<file path="src/rtl/key_event_arbiter.sv">
// Purpose     : capture debounced press/release plus long-press per key and round-robin them onto one event port.
// Latency     : key_flag in cycle t -> evt_valid in cycle t+2 when the slot is free and no other key pends.
// Backpressure: slot holds until evt_ready; events wait in per-key pending flags, a hit on a busy flag drops and sets ovf.
// Config      : define KEY_EVT_REPEAT_EN to emit REPEAT events every REPEAT_TICKS ticks after LONG while held.
module key_event_arbiter #(
  parameter int N_KEYS       = 4,
  parameter int TICK_CYCLES  = 50_000,
  parameter int LONG_TICKS   = 1000,
  parameter int REPEAT_TICKS = 200
) (
  input  logic                      clk,
  input  logic                      nrst,
  input  logic [N_KEYS-1:0]         key_flag,
  input  logic [N_KEYS-1:0]         key_state,
  output logic                      evt_valid,
  input  logic                      evt_ready,
  output logic [$clog2(N_KEYS)-1:0] evt_key,
  output logic [1:0]                evt_type,
  output logic                      ovf,
  input  logic                      ovf_clr
);

  localparam int KW   = $clog2(N_KEYS);
  // Hold counter is sized for the longer of the two intervals it times.
  localparam int HMAX = (LONG_TICKS > REPEAT_TICKS) ? LONG_TICKS : REPEAT_TICKS;
  localparam int HW   = $clog2(HMAX + 1);
  localparam int PW   = (TICK_CYCLES > 1) ? $clog2(TICK_CYCLES) : 1;

  localparam logic [PW-1:0] PRESC_MAX = PW'(TICK_CYCLES - 1);
  localparam logic [HW-1:0] LONG_LAST = HW'(LONG_TICKS - 1);
`ifdef KEY_EVT_REPEAT_EN
  localparam logic [HW-1:0] REP_LAST  = HW'(REPEAT_TICKS - 1);
`endif
  localparam logic [KW-1:0] KEY_LAST  = KW'(N_KEYS - 1);

  localparam logic [1:0] T_PRESS   = 2'b00;
  localparam logic [1:0] T_RELEASE = 2'b01;
  localparam logic [1:0] T_LONG    = 2'b10;
`ifdef KEY_EVT_REPEAT_EN
  localparam logic [1:0] T_REPEAT  = 2'b11;
`endif

  typedef struct packed {
    logic [KW-1:0] key;
    logic [1:0]    typ;
  } evt_t;

  // Timebase
  logic [PW-1:0] presc;
  logic          tick;

  // Per-key state
  logic [N_KEYS-1:0] pend_press, pend_release, pend_long;
  logic [N_KEYS-1:0] set_press, set_release, set_long;
  logic [N_KEYS-1:0] clr_press, clr_release, clr_long;
`ifdef KEY_EVT_REPEAT_EN
  logic [N_KEYS-1:0] pend_repeat, set_repeat, clr_repeat;
`endif
  logic [N_KEYS-1:0] long_done;
  logic [HW-1:0]     hold [N_KEYS];

  // Arbitration
  logic [KW-1:0]     rr_ptr;
  logic [N_KEYS-1:0] pend_any;
  logic [N_KEYS-1:0] pend_rot;
  logic [N_KEYS-1:0] gnt_oh;
  logic              slot_free;
  logic              gnt_found;
  logic              gnt_fire;
  evt_t              gnt;
  logic              ovf_hit;

  assign tick = (presc == PRESC_MAX);

  // Free-running prescaler; tick marks the wrap cycle.
  always_ff @(posedge clk or negedge nrst) begin
    if (!nrst) begin
      presc <= '0;
    end else if (tick) begin
      presc <= '0;
    end else begin
      presc <= presc + PW'(1);
    end
  end

  // New event requests: edges from the debouncer, and hold-timer expiries.
  // A key_flag in the same cycle restarts the hold timer, so it suppresses any expiry.
  always_comb begin
    set_press   = key_flag & ~key_state;
    set_release = key_flag & key_state;
    set_long    = '0;
`ifdef KEY_EVT_REPEAT_EN
    set_repeat  = '0;
`endif
    for (int k = 0; k < N_KEYS; k++) begin
      if (tick && !key_flag[k] && !key_state[k]) begin
        if (!long_done[k]) begin
          if (hold[k] == LONG_LAST) set_long[k] = 1'b1;
        end
`ifdef KEY_EVT_REPEAT_EN
        else if (hold[k] == REP_LAST) begin
          set_repeat[k] = 1'b1;
        end
`endif
      end
    end
  end

  // Hold timers: count ticks while pressed; LONG fires once per press, then optionally REPEAT.
  always_ff @(posedge clk or negedge nrst) begin
    if (!nrst) begin
      long_done <= '0;
      for (int k = 0; k < N_KEYS; k++) hold[k] <= '0;
    end else begin
      for (int k = 0; k < N_KEYS; k++) begin
        if (key_flag[k]) begin
          hold[k]      <= '0;
          long_done[k] <= 1'b0;
        end else if (tick && !key_state[k]) begin
          if (!long_done[k]) begin
            if (set_long[k]) begin
              hold[k]      <= '0;
              long_done[k] <= 1'b1;
            end else begin
              hold[k] <= hold[k] + HW'(1);
            end
          end
`ifdef KEY_EVT_REPEAT_EN
          else begin
            if (set_repeat[k]) hold[k] <= '0;
            else               hold[k] <= hold[k] + HW'(1);
          end
`endif
        end
      end
    end
  end

  assign slot_free = !evt_valid || evt_ready;

`ifdef KEY_EVT_REPEAT_EN
  assign pend_any = pend_press | pend_release | pend_long | pend_repeat;
`else
  assign pend_any = pend_press | pend_release | pend_long;
`endif

  // Round-robin pick: rotate pending keys so rr_ptr sits at bit 0, take the lowest set bit.
  always_comb begin
    int off;
    int sum;
    pend_rot  = N_KEYS'({pend_any, pend_any} >> rr_ptr);
    gnt_found = 1'b0;
    off       = 0;
    for (int i = N_KEYS - 1; i >= 0; i--) begin
      if (pend_rot[i]) begin
        gnt_found = 1'b1;
        off       = i;
      end
    end
    sum = int'(rr_ptr) + off;
    if (sum >= N_KEYS) sum = sum - N_KEYS;
    gnt.key = KW'(sum);
    // Press outranks release so a key's events leave in causal order.
    if (pend_press[gnt.key])        gnt.typ = T_PRESS;
    else if (pend_long[gnt.key])    gnt.typ = T_LONG;
`ifdef KEY_EVT_REPEAT_EN
    else if (pend_repeat[gnt.key])  gnt.typ = T_REPEAT;
`endif
    else                            gnt.typ = T_RELEASE;
  end

  assign gnt_fire = slot_free && gnt_found;

  // Decode the grant into per-type clear masks for the pending flags.
  always_comb begin
    gnt_oh      = gnt_fire ? ({{(N_KEYS-1){1'b0}}, 1'b1} << gnt.key) : '0;
    clr_press   = gnt_oh & {N_KEYS{gnt.typ == T_PRESS}};
    clr_release = gnt_oh & {N_KEYS{gnt.typ == T_RELEASE}};
    clr_long    = gnt_oh & {N_KEYS{gnt.typ == T_LONG}};
`ifdef KEY_EVT_REPEAT_EN
    clr_repeat  = gnt_oh & {N_KEYS{gnt.typ == T_REPEAT}};
`endif
  end

  // Overflow: a request lands on a flag that is still pending and not leaving this cycle.
  always_comb begin
    ovf_hit = |(set_press   & pend_press   & ~clr_press)
            | |(set_release & pend_release & ~clr_release)
            | |(set_long    & pend_long    & ~clr_long);
`ifdef KEY_EVT_REPEAT_EN
    ovf_hit = ovf_hit | |(set_repeat & pend_repeat & ~clr_repeat);
`endif
  end

  // Pending flags: a new request beats a same-cycle grant, so nothing is lost in that case.
  always_ff @(posedge clk or negedge nrst) begin
    if (!nrst) begin
      pend_press   <= '0;
      pend_release <= '0;
      pend_long    <= '0;
    end else begin
      pend_press   <= set_press   | (pend_press   & ~clr_press);
      pend_release <= set_release | (pend_release & ~clr_release);
      pend_long    <= set_long    | (pend_long    & ~clr_long);
    end
  end

`ifdef KEY_EVT_REPEAT_EN
  // Repeat flags follow the same set-wins rule as the others.
  always_ff @(posedge clk or negedge nrst) begin
    if (!nrst) begin
      pend_repeat <= '0;
    end else begin
      pend_repeat <= set_repeat | (pend_repeat & ~clr_repeat);
    end
  end
`endif

  // Sticky overflow; a drop in the same cycle as ovf_clr keeps it set.
  always_ff @(posedge clk or negedge nrst) begin
    if (!nrst) begin
      ovf <= 1'b0;
    end else begin
      ovf <= ovf_hit | (ovf & ~ovf_clr);
    end
  end

  // Output slot and rotate pointer; payload only changes when the slot is free.
  always_ff @(posedge clk or negedge nrst) begin
    if (!nrst) begin
      evt_valid <= 1'b0;
      evt_key   <= '0;
      evt_type  <= '0;
      rr_ptr    <= '0;
    end else if (slot_free) begin
      evt_valid <= gnt_found;
      if (gnt_found) begin
        evt_key  <= gnt.key;
        evt_type <= gnt.typ;
        rr_ptr   <= (gnt.key == KEY_LAST) ? '0 : gnt.key + KW'(1);
      end
    end
  end

endmodule
</file>
<file path="config.mk">
export PLATFORM = sky130hd
export DESIGN_NAME = key_event_arbiter
export DESIGN_NICKNAME = d
export VERILOG_FILES = /design/src/rtl/key_event_arbiter.sv
export SDC_FILE = /design/constraint.sdc
export NUM_CORES = 1
export LEC_CHECK = 0
export CORE_ASPECT_RATIO = 1.75
export CORE_UTILIZATION = 50
export DETAILED_ROUTE_END_ITERATION = 8
export PLACE_DENSITY = 0.76
export SLEW_MARGIN = 20
export SYNTH_ARGS = -nofsm -noshare
export SYNTH_HDL_FRONTEND = slang
export SYNTH_SLANG_ARGS = --single-unit
</file>
<file path="constraint.sdc">
create_clock -name clk -period 9.28 [get_ports clk]
set_input_delay 1.856 -clock clk [delete_from_list [all_inputs] [get_ports clk]]
set_output_delay 1.856 -clock clk [all_outputs]
set_load 0.03 [all_outputs]
</file>
### After elaboration in Yosys (flattened, before gate mapping)

Index checks and enable logic that the tools add are counted.

| cells by class | value |
|---|---|
| order comparisons | 2 |
| shift-type cells | 2 |
| reduce and logical (&&, ||, !) cells | 36 |
| $add $sub $neg | 8 |
| eq/ne operators | 12 |
| muxes and demuxes | 62 |
| bitwise gates (word level) | 28 |

Operator list:

| cell | number |
|---|---|
| 2-to-1 mux 10 bit | 16 |
| 2-to-1 mux 32 bit | 3 |
| AND 4 bit | 14 |
| adder 10 x 1 -> 10 bit, second input constant | 4 |
| == test 10 bit, second input constant | 4 |
| 2-to-1 mux 1 bit | 34 |
| adder 3 x 32 -> 32 bit | 1 |
| greater-or-equal comparator 32 x 4 -> 1 bit, second input constant | 1 |
| bitwise OR 4 bit | 5 |
| adder 16 x 1 -> 16 bit, second input constant | 1 |
| == test 16 bit, second input constant | 1 |
| 2-to-1 mux 16 bit | 1 |
| inverter 4 bit | 4 |
| logical AND 1 bit | 13 |
| OR reduction 4 bit | 3 |
| 2-to-1 mux 2 bit | 5 |
| AND reduction 2 bit | 5 |
| zero test 1 bit | 9 |
| inequality test 2 bit, second input constant | 4 |
| nonzero test 2 bit | 4 |
| >> shifter 8 x 2 -> 4 bit | 1 |
| binary-select mux 1 bit (select 2 bit) | 2 |
| == test 2 bit, second input constant | 2 |
| 2-to-1 mux 4 bit | 1 |
| other kinds (10) | 12 |

| storage, ports and cells | value |
|---|---|
| word-level logic and storage cells | 167 |
| input bits | 12 |
| output and inout port bits | 6 |
| bits in registers | 80 |

### Logic depth before layout (Yosys ltp)

Gate-level depths: netlist of the first run.

| logic depth | value |
|---|---|
| depth after elaboration | 22 |
| mapped depth | 16 |
| depth with buffers taken out | 15 |

### Worst setup path before layout of the first run

No wires, ideal clock.

| timing | value |
|---|---|
| path type | reg2reg |
| start | register pend_long[1] |
| end | register ovf |
| slack | 5,763 ps |
| required time | 9,141 ps |
| stages on the path, launching flop included | 17 |
| data arrival time | 3,379 ps |
| library setup time | 139 ps |
| cell sequence | dfrtp_1 nor3_1 nand2_1 nor3b_1 a21oi_1 o21ai_0 ha_1 xnor2_1 xnor2_4 inv_2 buf_6 ha_1 nand2_1 inv_1 o22ai_1 a2111o_1 or4_1 |

| on the way | value |
|---|---|
| word-level cells in the longest chain between the ends | 21 |

RTL lines:

| element | line | source |
|---|---|---|
| start: declaration | 53 | `logic [N_KEYS-1:0] pend_press, pend_release, pend_long;` |
| start signal: assignment | 204 | `pend_long <= set_long \| (pend_long & ~clr_long);` |
| bitwise OR 4 bit | 144 | `assign pend_any = pend_press \| pend_release \| pend_long;` |
| >> shifter 8 x 2 -> 4 bit | 151 | `pend_rot = N_KEYS'({pend_any, pend_any} >> rr_ptr);` |
| 2-to-1 mux 2 bit | 155 | `if (pend_rot[i]) begin` |
| 2-to-1 mux 32 bit (3 in series) | 155 |  |
| adder 3 x 32 -> 32 bit | 160 | `sum = int'(rr_ptr) + off;` |
| greater-or-equal comparator 32 x 4 -> 1 bit / subtractor 2 x 1 -> 2 bit (equally long branches) | 161 | `if (sum >= N_KEYS) sum = sum - N_KEYS;` |
| 2-to-1 mux 2 bit | 161 |  |
| binary-select mux 1 bit (select 2 bit) | 165 | `else if (pend_long[gnt.key]) gnt.typ = T_LONG;` |
| (+3 left out) | -- |  |
| == test 2 x 1 -> 1 bit / zero test 2 bit (equally long branches) | 178, 177 |  |
| AND 4 bit (on tied branches) | 178, 177 |  |
| inverter 4 bit (on tied branches) | 188, 187 |  |
| AND 4 bit (on tied branches) | 188, 187 |  |
| OR reduction 4 bit (on tied branches) | 188, 187 |  |
| bitwise OR 1 bit | 188 | `\| \|(set_release & pend_release & ~clr_release)` |
| bitwise OR 1 bit * | 189 | `\| \|(set_long & pend_long & ~clr_long);` |
| bitwise OR 1 bit * | 224 | `ovf <= ovf_hit \| (ovf & ~ovf_clr);` |
| end signal: assignment | 224 |  |
| end: declaration | 19 | `output logic ovf,` |

Mark *: on every way between the ends. The rest lies on a longest branch, timed or not. The select of a mux whose other input is x is not followed.
A chain may end at the register's enable or synchronous reset.

==> results of run 1 <==
==> per-stage QoR <==
step / total power [W] / utilization / instances / hold slack (ns)
after detailed placement: 0.000683 / 0.548 / 595 / 0.448
after global routing: 0.00109 / 0.585 / 611 / 0.472
final: 0.00104 / 0.585 / 611 / 0.450
after global placement: 0.000676 / 0.548 / 595 / 0.451
after CTS: 0.00104 / 0.584 / 611 / 0.456
after floorplan: 0.000608 / - / 473 / 0.425
==> power by group through the flow <==
| stage | clock, W | sequential [W] | combinational [W] |
|---|---|---|---|
| global placement | 0 | 0.000413 | 0.000263 |
| global route | 0.000376 | 0.000414 | 0.000300 |
| detailed placement | 0 | 0.000414 | 0.000269 |
| CTS | 0.000363 | 0.000409 | 0.000270 |
| finish | 0.000357 | 0.000410 | 0.000271 |
| floorplan | 0 | 0.000418 | 0.000190 |
==> routing by layer <==
layer	GRT usage	share of wire	vias to the layer above
li1	-	-	1761
met1	0.272	0.41	1723
met2	0.411	0.54	61
met3	0.0429	0.025	15
met4	0.0992	0.024	0
met5	0	0	-
==> cell families (layout without fill, tap and decap cells) <==
group / count (synthesis) / in the layout
AND/OR/NAND/NOR: 209 / 209
AO/OA/AOI/OAI: 122 / 122
flip-flops: 80 / 80
buffers and inverters: 26 / 49
XOR/XNOR: 23 / 23
adder cells (fa/ha/maj): 7 / 7
multiplexers: 6 / 6
==> layout by cell type (no fill, tap or decap), drive strengths merged, types with 7 or more instances in the layout <==
cell type	n
dfrtp	80
xor2	16
a31oi	8
nand4	9
nand2	48
or3	11
ha	7
inv	15
and3	17
nor2	49
o31ai	8
xnor2	7
clkbuf	13
nor3	14
a21oi	23
nand3	27
clkdlybuf4s50	16
o21ai	53
==> worst register-to-register path: stages, from the launching register on <==
cell,delay (ns)
dfrtp_1,0.45
nor3_1,0.56
nand2_1,0.16
nor3b_1,0.18
a21oi_1,0.12
o21ai_0,0.10
ha_1,0.56
mux2_2,0.40
a211oi_1,0.51
mux2i_1,0.27
a2111o_1,0.41
or4_1,0.40
==> synth_stat cells, types with 2 or more instances <==
cell       instances
nand3_1           27
a22o_1             6
nor2_1            49
nor2b_1            5
nand3b_1           4
mux2i_1            3
o21ai_1            8
o31ai_1            8
nor4bb_1           2
inv_1             14
a31oi_1            8
or4_1              3
xnor2_1            6
or3_1             11
nor3_1            14
nor4b_1            3
nand2_1           48
a21o_1             6
and3_1            17
and4_1             2
a21oi_1           23
nand4b_1           3
xor2_1            16
ha_1               7
or2_2              3
o21ai_0           45
o2111ai_1          3
dfrtp_1           80
nand2b_1           2
a211oi_1           5
o311ai_1           2
and2_1             3
nand4_1            9
mux2_2             3
clkbuf_1          10
==> flip-flops by register name, indices dropped and copies added (netlist names) <==
| name | count |
|---|---|
| pend_long | 4 |
| evt_valid | 1 |
| pend_release | 4 |
| presc | 16 |
| long_done | 4 |
| ovf | 1 |
| rr_ptr | 2 |
| evt_type | 2 |
| hold | 40 |
| evt_key | 2 |
| pend_press | 4 |
==> final cells by class <==
| class | instances | area, µm² |
|---|---|---|
| well taps | 115 | 144 |
| clock inverters | 3 | 40.0 |
| repair buffers | 18 | 179 |
| multi-input cells | 367 | 2180 |
| flip-flops and latches | 80 | 2000 |
| clock buffers | 13 | 260 |
| inverters | 15 | 56.3 |
| fillers | 729 | 3450 |
==> worst paths after layout <==
path | start | endpoint | depth (start not counted)
max | pend_press[3] | ovf | 11
min | presc[0] | presc[0] | 1
max reg2reg | pend_press[3] | ovf | 11
min reg2reg | presc[0] | presc[0] | 1
max in group asynchronous | nrst | pend_long[3] | 1
min in group asynchronous | nrst | evt_key[1] | 1
==> summary.txt, run 1 <==
Final nets: 510
YS warnings: 0
Compound-Gate Fraction of Synth Area: 0.175
Tightest Hold Check Type: register to register
Combinational Power Share: 0.261
Fin. max-slew vios: 0
CP bufs+invs: 0
Area share of the largest cell type after synthesis: 0.467
Clock share of power: 0.344
Crit path cell chain: nor3_1, nand2_1, nor3b_1, a21oi_1, o21ai_0, ha_1, mux2_2, a211oi_1, mux2i_1, a2111o_1, or4_1
Rows: 44
Longest Clk Path Bufs: 2
Setup WS post-layout: 5.03 ns
Largest family of logic cells by synthesized area: simple AND/OR/NAND/NOR gates
Setup WS pre-CTS: 5.05 ns
IO Count: 18
# diodes: 0
#FFs+latches synth: 80
Switching power: 0.000340 W
Share of post-route cells with drive strength above 1: 0.0544
Sequential share of the synthesized area: 0.467
Layout area overhead: 13.4%
Post-CTS resize count: 0
CTS Buf Count: 9
Seq pwr share: 0.395
Final ANT Viol Nets: 0
Synth area leader: dfrtp_1
Synthesized net count: 492
Worst path slowest cell: nor3_1
TritonCTS clock tree: built
Fmax: 235 MHz
WL per Instance: 15.6 µm
Normalized max-slew margin: 0.473
Detailed placement HPWL: 6820 µm
Post-Synth XOR/XNOR Area: 0.0514
# hold bufs at CTS: 0
Clk pin slew, worst setup/hold paths: 0.06 ns
Final min period: 4.25 ns
Crit share post-route: 0.458
Vias in the first global route: 3582
Worst path max stage delay: 0.56 ns
Reg-to-reg slack, setup: 5.03 ns
CP Max Fanout: 15
EDFF count, synth: 0
CP startpoint kind: register
Switch share: 0.327
Clock sinks: 80
Hold Violations, Final: 0
Post-CTS Repair Setup Buffers: 0
Avg Synthesized Cell Area: 9.06 µm²
# setup viols final: 0
Crit Path Category: register to register
Die height: 124 µm
Worst slew pin tran: 0.785 ns
Peak supply drop: 0.107 mV
Worst setup EP type: register
Clk Latency, worst-skew pair: 0.34 ns
Setup TNS: 0 ns
Die W: 72.0 µm
Delay-heaviest family, CP: simple AND/OR/NAND/NOR gates
Synth Area in Simple Gates: 0.247
Root Driver: clkbuf_16
Post-Synth Adder-Cell Area: 0.0204
DRC Markers: 0
Area after DPL: 4560 µm²
Final Cell Area: 4860 µm²
GRT Resource Usage Total: 0.234
H-tree depth: 3
Routed WL: 9550 µm
Maximum number of pins on one net before global-route repair: 81
Multiplexer share of the synthesized area: 0.0149
Initial core utilization: 0.516
Cell Area, Synth: 4290 µm²
Netlist cell types: 50
Status: complete, no violations
Pint: 0.000698 W
DR iter-0 viols: 220
Clock skew: 0.00646 ns
Core area: 8310 µm²
PwrDens: 214 nW/µm²
Worst EP arrival: 4.45 ns
Buffers on Ports: 17
Total grt overflow: 0
RSZ-0062 raised after global routing: no
Initial antenna violation count: 0
Required @ worst endpoint: 9.49 ns
Vias per std cell: 5.83
Ys async rst share: 1.00
Largest cells by area after synthesis: dfrtp_1, o21ai_0, nor2_1
Die area: 8960 µm²
Leak Pwr: 2.10 nW
Routability cong.: 0.833
Mapped Cells: 473
# Max-Cap Violations: 0
Detailed-route via count: 3560
Main synth FF type: dfrtp_1
First-pass GRT wire length: 16500 µm
1st-pass router iterations: 4
Power figures use the tool's default switching activity.
==> inputs of run 2 (changes only) <==
Clock period 9.28 ns to 4.1 ns, I/O delays scaled along.
==> run 2 against run 1 <==
- die area stayed put
- critical endpoint unchanged
- sequential power rose by 130%
- maximum frequency increased by 13%
- critical path depth up 3
- core utilization up 0.72 points
- largest power group unchanged
- setup slack worse by 4.7 ns
- non-clock buffer count is 4 higher
- sequential cell count did not move
- worst hold slack better by 0.023 ns
- count of clock-buffer cells in the layout is the same
- via count rose by 3.1%
- routed wire length increased by 0.41%
- largest cell class unchanged
==> summary.txt, run 2 (synthesized netlist as in run 1, its figures left out) <==
Most frequent cells in the layout: dfrtp_1, nor2_1, nand2_1
1st-pass router iterations: 4
Leak Pwr: 2.12 nW
PwrDens: 493 nW/µm²
Area after DPL: 4590 µm²
Worst Hold Path Cells: 1
Hold Violations, Final: 0
Final ANT Viol Nets: 0
Die area: 8960 µm²
Crit share post-route: 0.916
Vias per std cell: 5.97
Final Cell Area: 4920 µm²
R2R depth: 14
Normalized max-slew margin: 0.492
Fin. max-slew vios: 0
Total grt overflow: 0
Layout area overhead: 14.8%
Crit path cell chain: nor3_1, a21oi_1, a21oi_1, o21ai_0, ha_1, xnor2_1, xnor2_4, inv_2, ha_1, nand2_1, inv_1, o22ai_1, a2111o_1, or4_1
Detailed placement HPWL: 6800 µm
Die height: 124 µm
CP bufs+invs: 2
Initial antenna violation count: 0
Longest Clk Path Bufs: 2
Peak supply drop: 0.226 mV
Detailed-route via count: 3671
# Max-Cap Violations: 0
Buffers on Ports: 17
First-pass GRT wire length: 16200 µm
Clock skew: 0.00553 ns
Largest regs: hold: 40 flops, presc: 16 flops
Fillers: 728
Fmax: 266 MHz
RSZ-0062 raised after global routing: no
DR iter-0 viols: 183
Clock sinks: 80
Worst r2r dst: ovf
Worst slew pin tran: 0.756 ns
Worst setup EP type: register
IO Count: 18
Core area: 8310 µm²
Rows: 44
Routability cong.: 0.937
Worst EP arrival: 3.97 ns
Number of flip-flops in the largest register: 40
Final nets: 514
Clk pin slew, worst setup/hold paths: 0.06 ns
Die W: 72.0 µm
# diodes: 0
CP Max Fanout: 10
Tightest Hold Check Type: register to register
Worst r2r src: pend_press[2]
Register with the most flip-flops: hold
WL per Instance: 15.6 µm
# hold bufs at CTS: 0
TritonCTS clock tree: built
Hold EP: presc[0]
CP startpoint kind: register
Final Util: 0.592
Vias in the first global route: 3669
Delay-heaviest family, CP: simple AND/OR/NAND/NOR gates
Share of post-route cells with drive strength above 1: 0.0660
Worst path slowest cell: nor3_1
Area occupied by multi-input gates: 2190 µm²
FF/Latch Area: 2000 µm²
Maximum number of pins on one net before global-route repair: 81
CTS Buf Count: 9
Root Driver: clkbuf_16
Final min period: 3.75 ns
Initial core utilization: 0.516
Required @ worst endpoint: 4.31 ns
Status: complete, no violations
Reg-to-reg slack, setup: 0.35 ns
Power Total: 0.00242 W
Routed WL: 9590 µm
Most common cell after layout, fill and taps aside: dfrtp_1
Worst path max stage delay: 0.66 ns
GRT Resource Usage Total: 0.230
DRC Markers: 0
Crit Path Category: register to register
# setup viols final: 0
Hold Slack: 0.473 ns
Clk Latency, worst-skew pair: 0.34 ns
HP Start: presc[0]
H-tree depth: 3
Setup TNS: 0 ns
## run 2: cell types whose count changed in the layout (fill, tap and decap cells not counted), sizes merged
cell / change
clkinv: -1
bufinv: +1
buf: +4
## run 2: what timing repair did
item                       in CTS  in global routing
setup buffers                   0                  0
gates resized for setup         0                  3
setup endpoints to repair       0                  1
## run 2: stage by stage
| step | setup WS (ns) | instances |
|---|---|---|
| floorplan | 0.583 | 473 |
| global placement | 0.331 | 599 |
| detailed placement | 0.201 | 599 |
| CTS | 0.181 | 615 |
| global route | 0.0969 | 615 |
| finish | 0.345 | 615 |
## run 2: area by class of cell
type                    count  area share
clock inverters             3      0.0132
repair buffers             22      0.0425
clock buffers              13      0.0509
well taps                 115      0.0292
multi-input cells         367       0.446
inverters                  15      0.0114
flip-flops and latches     80       0.407
## run 2: report_power, final
part | switching (W) | internal (W) | total (W) | leakage (nW)
sequential | 0.0000822 | 0.000850 | 0.000932 | 1.05
combinational | 0.000392 | 0.000252 | 0.000644 | 0.920
clock | 0.000298 | 0.000549 | 0.000847 | 0.154
## run 2: how the worst max path moves through the flow
stage	endpoint	cells after the start	from	slack, ns
floorplan	ovf	16	pend_long[1]	0.58
global placement	ovf	11	pend_press[3]	0.33
detailed placement	ovf	11	pend_press[3]	0.20
CTS	ovf	11	pend_press[3]	0.18
global route	ovf	14	pend_press[2]	0.1
finish	ovf	14	pend_press[2]	0.35
## run 2: per-layer routing
layer / vias to the layer above / wire length (µm) / GRT usage
met5: - / 0 / 0
met4: 0 / 396 / 0.143
met3: 33 / 248 / 0.0437
met2: 69 / 5010 / 0.393
met1: 1799 / 3940 / 0.258
li1: 1770 / - / -
==> inputs of run 3 (changes only) <==
Settings changed: PLACE_DENSITY 0.76 to 0.64.
==> run 3 against run 2 <==
- global-route usage rose by 0.40 points
- routed wire length up 0.36%
- core utilization barely moved
- count of clock-buffer cells in the layout down 1
- cell count unchanged
- worst hold slack got worse by 0.019 ns
- sequential share of layout area about the same
- maximum frequency increased by 1.1%
- non-clock buffer count increased by 1
- sequential cell count unchanged
- highest routed layer unchanged
==> summary.txt, run 3 (synthesized netlist as in run 1, its figures left out) <==
Tightest Hold Check Type: register to register
Worst r2r src: pend_long[1]
Vias per std cell: 5.82
Reg-to-reg slack, setup: 0.39 ns
Clock share of power: 0.352
Register with the most flip-flops: hold
# hold bufs at CTS: 0
1st-pass router iterations: 4
Detailed-route via count: 3579
# setup viols final: 0
Worst Hold Path Cells: 1
Normalized max-slew margin: 0.502
Clk Latency, worst-skew pair: 0.33 ns
Detailed placement HPWL: 6930 µm
TritonCTS clock tree: built
# diodes: 0
Routability cong.: 0.918
First-pass GRT wire length: 16600 µm
Initial core utilization: 0.516
DRC Markers: 0
Worst slew pin tran: 0.746 ns
Routed WL: 9630 µm
Total grt overflow: 0
Hold Slack: 0.454 ns
Switch share: 0.314
Die area: 8960 µm²
Share of post-route cells with drive strength above 1: 0.0660
Root Driver: clkbuf_16
R2R depth: 15
Fmax: 269 MHz
H-tree depth: 3
Fin. max-slew vios: 0
Seq pwr share: 0.381
Post-CTS resize count: 0
Rows: 44
Longest Clk Path Bufs: 2
Worst setup EP type: register
Setup TNS: 0 ns
Vias in the first global route: 3698
Clock skew: 0.00460 ns
# Max-Cap Violations: 0
Post-CTS Repair Setup Buffers: 0
Worst EP arrival: 3.92 ns
Setup WS post-layout: 0.385 ns
Layout area overhead: 14.9%
Leak Pwr: 2.13 nW
Largest regs: hold: 40 flops, presc: 16 flops
PwrDens: 495 nW/µm²
Peak supply drop: 0.255 mV
Most common cell after layout, fill and taps aside: dfrtp_1
Clk pin slew, worst setup/hold paths: 0.06 ns
Final Util: 0.592
Clock sinks: 80
IO Count: 18
Crit share post-route: 0.906
Hold EP: presc[0]
Core area: 8310 µm²
Switching power: 0.000764 W
Final min period: 3.71 ns
Number of flip-flops in the largest register: 40
CP startpoint kind: register
GRT Resource Usage Total: 0.234
Initial antenna violation count: 0
WL per Instance: 15.7 µm
Required @ worst endpoint: 4.30 ns
Status: complete, no violations
Crit Path Category: register to register
Pint: 0.00167 W
Hold Violations, Final: 0
CP Max Fanout: 10
RSZ-0062 raised after global routing: no
Combinational Power Share: 0.267
Maximum number of pins on one net before global-route repair: 81
Final nets: 515
Most frequent cells in the layout: dfrtp_1, nor2_1, nand2_1
CTS Buf Count: 9
DR iter-0 viols: 242
HP Start: presc[0]
Setup WS pre-CTS: 0.257 ns
Buffers on Ports: 17
Power Total: 0.00244 W
Worst r2r dst: ovf
Die W: 72.0 µm
Final ANT Viol Nets: 0
Die height: 124 µm
[run 3: per-layer routing]
layer / track usage / up-vias / share of wire
met5: 0 / - / 0
met4: 0.115 / 0 / 0.025
met3: 0.0348 / 18 / 0.023
met2: 0.415 / 57 / 0.54
met1: 0.268 / 1745 / 0.41
li1: - / 1759 / -
[run 3: metrics by stage]
step	cell area [µm²]	instances
6_report	4920	615
4_1_cts	4910	615
2_1_floorplan	4290	473
3_3_place_gp	4590	600
5_1_grt	4920	615
3_5_place_dp	4590	600
[run 3: area by class of cell]
class / instances / area, µm²
fillers: 737 / 3390
multi-input cells: 367 / 2180
flip-flops and latches: 80 / 2000
clock buffers: 12 / 256
repair buffers: 23 / 216
well taps: 115 / 144
clock inverters: 3 / 65.1
inverters: 15 / 56.3
[run 3: how the worst max path moves through the flow]
| stage | from | endpoint | cells past startpoint | slack [ns] |
|---|---|---|---|---|
| after global placement | pend_press[3] | ovf | 15 | 0.34 |
| after detailed placement | pend_press[3] | ovf | 13 | 0.26 |
| after global routing | pend_press[1] | ovf | 14 | 0.07 |
| final | pend_long[1] | ovf | 15 | 0.39 |
| after floorplan | pend_long[1] | ovf | 16 | 0.58 |
| after CTS | pend_press[3] | ovf | 13 | 0.23 |
[run 3: worst max-delay path, stage by stage (launching register included)]
cell and delay, ns:
dfrtp_1 0.42, nor3_1 0.52, nand2_1 0.16, nor3b_1 0.17
a21oi_1 0.14, o21ai_0 0.11, ha_1 0.20, xnor2_1 0.37
xnor2_4 0.21, inv_2 0.10, ha_1 0.16, nand2_1 0.06
inv_1 0.11, o22ai_1 0.10, a2111o_1 0.37, or4_1 0.39
[run 3: power by group through the flow]
| stage | Combinational [W] | Sequential (W) | Clock [W] |
|---|---|---|---|
| floorplan | 0.000430 | 0.000946 | 0 |
| global placement | 0.000641 | 0.000937 | 0 |
| detailed placement | 0.000647 | 0.000938 | 0 |
| CTS | 0.000649 | 0.000926 | 0.000877 |
| global route | 0.000719 | 0.000939 | 0.000905 |
| finish | 0.000651 | 0.000929 | 0.000857 |
